--- src/rtl/gpio_access_arbiter_pkg.sv ---
// Shared constants and state encoding for the GPIO access arbiter.
// The GPIO peripheral exposes two registers: a writable output register and a read-only input register.
package gpio_access_arbiter_pkg;

  localparam logic GPIO_ADDR_OUT = 1'b0;
  localparam logic GPIO_ADDR_IN  = 1'b1;

  typedef enum logic [1:0] {
    ARB_IDLE   = 2'd0,
    ARB_ACCESS = 2'd1,
    ARB_DONE   = 2'd2
  } arb_state_e;

endpackage

--- src/rtl/gpio_access_arbiter_rr_arbiter.sv ---
// Combinational round-robin pick: first set request at or above ptr, wrapping modulo NUM_REQ.
module rr_arbiter #(
  parameter int NUM_REQ = 2,
  parameter int IDX_W   = $clog2(NUM_REQ)
) (
  input  logic [NUM_REQ-1:0] req,
  input  logic [IDX_W-1:0]   ptr,
  output logic [NUM_REQ-1:0] gnt,
  output logic [IDX_W-1:0]   idx,
  output logic               any
);

  logic [IDX_W-1:0] cand;

  always_comb begin
    gnt  = '0;
    idx  = '0;
    any  = 1'b0;
    cand = '0;
    for (int k = 0; k < NUM_REQ; k++) begin
      cand = IDX_W'((int'(ptr) + k) % NUM_REQ);
      if (!any && req[cand]) begin
        any       = 1'b1;
        idx       = cand;
        gnt[cand] = 1'b1;
      end
    end
  end

endmodule

--- src/rtl/gpio_access_arbiter.sv ---
// Shares the single GPIO port between NUM_REQ masters: round-robin, one access in flight,
// fixed IDLE -> ACCESS -> DONE sequence, writes to the read-only input register are dropped.
module gpio_access_arbiter
  import gpio_access_arbiter_pkg::*;
#(
  parameter int NUM_REQ    = 2,
  parameter int DATA_WIDTH = 32
) (
  input  logic                          clk,
  input  logic                          rst,
  input  logic [NUM_REQ-1:0]            req,
  input  logic [NUM_REQ-1:0]            req_we,
  input  logic [NUM_REQ-1:0]            req_addr,
  input  logic [NUM_REQ*DATA_WIDTH-1:0] req_wdata,
  output logic [NUM_REQ-1:0]            ack,
  output logic                          err,
  output logic [DATA_WIDTH-1:0]         rdata,
  output logic                          gpio_en,
  output logic                          gpio_addr,
  output logic [DATA_WIDTH-1:0]         gpio_wdata,
  input  logic [DATA_WIDTH-1:0]         gpio_rdata
);

  localparam int IDX_W = $clog2(NUM_REQ);

  arb_state_e                state_q, state_d;
  logic [IDX_W-1:0]          ptr_q, ptr_d;
  logic [IDX_W-1:0]          win_q, win_d;
  logic [NUM_REQ-1:0]        gnt_q, gnt_d;
  logic                      we_q, we_d;
  logic                      addr_q, addr_d;
  logic [DATA_WIDTH-1:0]     wdata_q, wdata_d;
  logic [DATA_WIDTH-1:0]     rdata_q, rdata_d;
  logic                      err_q, err_d;

  logic [NUM_REQ-1:0]        pick_gnt;
  logic [IDX_W-1:0]          pick_idx;
  logic                      pick_any;
  logic                      in_access;
  logic                      in_done;

  rr_arbiter #(.NUM_REQ(NUM_REQ), .IDX_W(IDX_W)) u_rr (
    .req (req),
    .ptr (ptr_q),
    .gnt (pick_gnt),
    .idx (pick_idx),
    .any (pick_any)
  );

  always_ff @(posedge clk) begin
    if (rst) begin
      state_q <= ARB_IDLE;
      ptr_q   <= '0;
      win_q   <= '0;
      gnt_q   <= '0;
      we_q    <= 1'b0;
      addr_q  <= GPIO_ADDR_OUT;
      wdata_q <= '0;
      rdata_q <= '0;
      err_q   <= 1'b0;
    end else begin
      state_q <= state_d;
      ptr_q   <= ptr_d;
      win_q   <= win_d;
      gnt_q   <= gnt_d;
      we_q    <= we_d;
      addr_q  <= addr_d;
      wdata_q <= wdata_d;
      rdata_q <= rdata_d;
      err_q   <= err_d;
    end
  end

  // Operands are latched in IDLE so requester changes mid-access are invisible.
  always_comb begin
    state_d = state_q;
    ptr_d   = ptr_q;
    win_d   = win_q;
    gnt_d   = gnt_q;
    we_d    = we_q;
    addr_d  = addr_q;
    wdata_d = wdata_q;
    rdata_d = rdata_q;
    err_d   = err_q;
    case (state_q)
      ARB_IDLE: begin
        if (pick_any) begin
          win_d   = pick_idx;
          gnt_d   = pick_gnt;
          we_d    = req_we[pick_idx];
          addr_d  = req_addr[pick_idx];
          wdata_d = req_wdata[pick_idx*DATA_WIDTH +: DATA_WIDTH];
          state_d = ARB_ACCESS;
        end
      end
      ARB_ACCESS: begin
        rdata_d = we_q ? '0 : gpio_rdata;
        err_d   = we_q & (addr_q == GPIO_ADDR_IN);
        ptr_d   = (win_q == IDX_W'(NUM_REQ - 1)) ? '0 : win_q + IDX_W'(1);
        state_d = ARB_DONE;
      end
      ARB_DONE: state_d = ARB_IDLE;
      default:  state_d = ARB_IDLE;
    endcase
  end

  assign in_access = (state_q == ARB_ACCESS);
  assign in_done   = (state_q == ARB_DONE);

  // Reset arriving during ACCESS must suppress the write at that same edge.
  assign gpio_en    = in_access & we_q & (addr_q == GPIO_ADDR_OUT) & ~rst;
  assign gpio_addr  = in_access ? addr_q : GPIO_ADDR_OUT;
  assign gpio_wdata = in_access ? wdata_q : '0;
  assign ack        = in_done ? gnt_q : '0;
  assign err        = in_done & err_q;
  assign rdata      = in_done ? rdata_q : '0;

endmodule

--- config.mk ---
export PLATFORM = sky130hd
export DESIGN_NAME = gpio_access_arbiter
export DESIGN_NICKNAME = d
export VERILOG_FILES = /design/src/rtl/gpio_access_arbiter_pkg.sv /design/src/rtl/gpio_access_arbiter_rr_arbiter.sv /design/src/rtl/gpio_access_arbiter.sv
export SDC_FILE = /design/constraint.sdc
export NUM_CORES = 1
export LEC_CHECK = 0
export BUFFER_PORTS_ARGS = -buffer_cell sky130_fd_sc_hd__clkbuf_2
export CAP_MARGIN = 10
export CORE_MARGIN = 5
export CORE_UTILIZATION = 45
export DETAILED_ROUTE_END_ITERATION = 10
export GPL_TIMING_DRIVEN = 0
export HOLD_SLACK_MARGIN = 0.06
export PLACE_DENSITY = 0.77
export SLEW_MARGIN = 20
export SYNTH_ARGS = -nofsm -noshare
export SYNTH_HDL_FRONTEND = slang
export SYNTH_SLANG_ARGS = --single-unit
--- constraint.sdc ---
create_clock -name clk -period 2.4 [get_ports clk]
set_input_delay 0.12 -clock clk [delete_from_list [all_inputs] [get_ports clk]]
set_output_delay 0.12 -clock clk [all_outputs]
set_load 0.01 [all_outputs]
==> impl_metrics.env <==
export IMPL_status="finished clean"
export IMPL_post_route_min_period_ns=2.12
export IMPL_syn_nets=486
export IMPL_final_cell_count_no_fill=747
export IMPL_ys_ff_latch=73
export IMPL_cp_max_fo=10
export IMPL_cellPowerDensity_nw_per_um2=602
export IMPL_cts_root_buf="clkbuf_8"
export IMPL_synthesis_area_um2=3370
export IMPL_max_stage_delay_ns=0.58
export IMPL_io_buffers=171
export IMPL_p_comb_share_pct=21.2
export IMPL_post_cts_resize_count=0
export IMPL_cp_start_kind="flop"
export IMPL_cap_viol_max_count=0
export IMPL_grt_busiest_layer="met2"
export IMPL_drc=0
export IMPL_cp_data_arrival_time_ns=2.40
export IMPL_netSwitchingFraction_pct=26.5
export IMPL_crit_buf_inv=2
export IMPL_rsz0062_at_grt="no"
export IMPL_total_leakage_power_nw=2.48
export IMPL_yosysWarnings=0
export IMPL_placedCellCount=652
export IMPL_drtIter0Drc=190
export IMPL_final_cell_mix="clkbuf_2 (171), dlygate4sd3_1 (79), dfxtp_1 (73)"
export IMPL_grt_pass1_vias=4195
export IMPL_vdd_drop_max_v=0.000392
export IMPL_switching_power_mw=0.861
export IMPL_antenna_left=0
export IMPL_finalCritPeriodShare_pct=88.2
export IMPL_p_int_mw=2.39
export IMPL_coreArea_um2=7290
export IMPL_setup_viol=0
export IMPL_groute_layer_met3_usage_pct=7.44
export IMPL_routed_wl_mm=12.0
export IMPL_drive_gt1_share_pct=34.0
export IMPL_path_cells="and2b_2 > clkbuf_1 > o21ai_0 > a311oi_1 > dlygate4sd3_1"
export IMPL_fp_dieW_um=96.6
export IMPL_path_delay_family="buffers and inverters"
export IMPL_htree_levels=3
export IMPL_ys_types=23
export IMPL_post_drt_via_cell_ratio=5.35
export IMPL_wl_per_cell_um=16.1
export IMPL_grt_met1_usage_pct=30.2
export IMPL_worst_slew_pin_slew_ns=0.537
export IMPL_cts_buffers=9
export IMPL_dp_hpwl_mm=7.87
export IMPL_crit_slowest_cell="dlygate4sd3_1"
export IMPL_hold_viol=0
export IMPL_skew_ns=0.0101
export IMPL_maxSlewHeadroom_pct=64.2
export IMPL_utilization_pct=74.0
export IMPL_grt_pass1_wl_mm=19.1
export IMPL_syn_mean_instance_area_um2=8.83
export IMPL_grt_usage_pct=25.9
export IMPL_fp_dieArea_um2=9330
export IMPL_maxSlewViolCount=0
export IMPL_p_seq_share_pct=42.3
export IMPL_cts_tree="built"
export IMPL_fin_setup_tns_ns=0
export IMPL_clk_pin_slew_ns=0.08
export IMPL_die_y_um=96.6
export IMPL_criticalPathCategory="reg2reg"
export IMPL_rows=31
export IMPL_insertion_delay_ns=0.34
export IMPL_endpoint_kind="flop"
export IMPL_fmax_mhz=472
export IMPL_antenna_found_initial=0
export IMPL_grt_max_degree=14
export IMPL_nNetsFinal=747
export IMPL_seq_area_frac_synth_pct=43.3
export IMPL_diodes=0
export IMPL_dr_pass1_iters=5
export IMPL_area_growth_pct=60.0
export IMPL_clkSinkCount=73
export IMPL_io_pins=173
export IMPL_overflow=0
export IMPL_use_met2_pct=44.9
export IMPL_final_common_cell="clkbuf_2"
export IMPL_clock_power_share_pct=36.5
export IMPL_post_cts_buffers=0
export IMPL_synth_cells=382
export IMPL_required_ns=2.68
export IMPL_hold_class="in2reg"
export IMPL_start_util_pct=46.3
export IMPL_place_congestion=0.843
export IMPL_clock_path_buffers=2
export IMPL_vias=4000
[per-stage QoR]
stage / power, mW / instance area, µm² / hold WS [ns] / setup slack, ns
3_5_place_dp: 1.94 / 4350 / 0.336 / 0.752
3_3_place_gp: 1.93 / 4350 / 0.332 / 0.792
2_1_floorplan: 1.73 / 3370 / 0.246 / 1.19
4_1_cts: 3.25 / 5400 / 0.0607 / 0.374
5_1_grt: 3.42 / 5400 / 0.0723 / 0.165
6_report: 3.25 / 5400 / 0.0688 / 0.283
[synthesized netlist by cell type]
master / instances / area share, %
and2b_2: 1 / 0.26
nand2_1: 3 / 0.33
buf_2: 18 / 2.7
or2_1: 1 / 0.19
buf_4: 4 / 0.89
nor2b_1: 2 / 0.37
nand2b_1: 3 / 0.56
nor3_2: 1 / 0.30
dfxtp_1: 73 / 43
inv_1: 1 / 0.11
a311oi_2: 5 / 2.2
a21oi_1: 39 / 5.8
a311oi_1: 29 / 7.5
nor2_1: 2 / 0.22
nand3_1: 37 / 5.5
nor2_2: 3 / 0.56
or2_2: 1 / 0.19
a22o_1: 32 / 8.3
o21ai_0: 37 / 5.5
and2_1: 68 / 13
clkbuf_1: 20 / 2.2
nor4b_1: 1 / 0.26
nor3_1: 1 / 0.15
[power groups by stage]
stage	registers, mW	logic [mW]	clock network (mW)
2_1_floorplan	1.38	0.347	0
3_3_place_gp	1.39	0.537	0
3_5_place_dp	1.40	0.544	0
4_1_cts	1.37	0.673	1.21
5_1_grt	1.39	0.756	1.27
6_report	1.37	0.689	1.19
[worst register-to-register path, cell delays in order, from the launching register on]
cell and delay, ns:
dfxtp_1 0.34, and2b_2 0.28, clkbuf_1 0.35, o21ai_0 0.18
a311oi_1 0.33, dlygate4sd3_1 0.59
[kinds of logic after synthesis]
logic type,share of synthesized area (%)
buf+inv,5.90
simple gates,21.5
compound gates,29.3
flops,43.3
[area by class of cell]
class | count | area, µm²
sequential | 73 | 1460
clock buffer | 10 | 138
fill | 540 | 1890
buffer | 42 | 195
inverter | 1 | 3.75
clock inverter | 6 | 115
timing repair buffer | 250 | 1650
tap | 99 | 124
multi-input combinational | 266 | 1710
[timing repair]
item / CTS / global route
hold endpoints to repair: 60 / 0
hold buffers: 79 / 0
endpoints found under the setup margin: 0 / 0
[state kept, by name (all words and copies together), names as in the netlist]
name and flops:
state_q 2, win_q 1, addr_q 1, rdata_q 32
ptr_q 1, gnt_q 2, we_q 1, err_q 1
wdata_q 32
[final timing paths]
kind,slack (ns),cells past startpoint,to,from
setup / recovery,0.28,5,wdata_q[25]$_SDFFE_PP0P_,ptr_q$_SDFFE_PP0N_
hold / removal,0.07,3,wdata_q[11]$_SDFFE_PP0P_,req_wdata[43]
setup reg to reg,0.28,5,wdata_q[25]$_SDFFE_PP0P_,ptr_q$_SDFFE_PP0N_
hold reg to reg,0.45,2,err_q$_SDFFE_PP0N_,err_q$_SDFFE_PP0N_
[routing by layer]
layer  routed length (µm)  vias to the layer above
met5                    0                        -
met3                 1190                       31
li1                     -                     1924
met2                 5880                      213
met4                  296                        0
met1                 4630                     1832
Power figures use the tool's default switching activity.
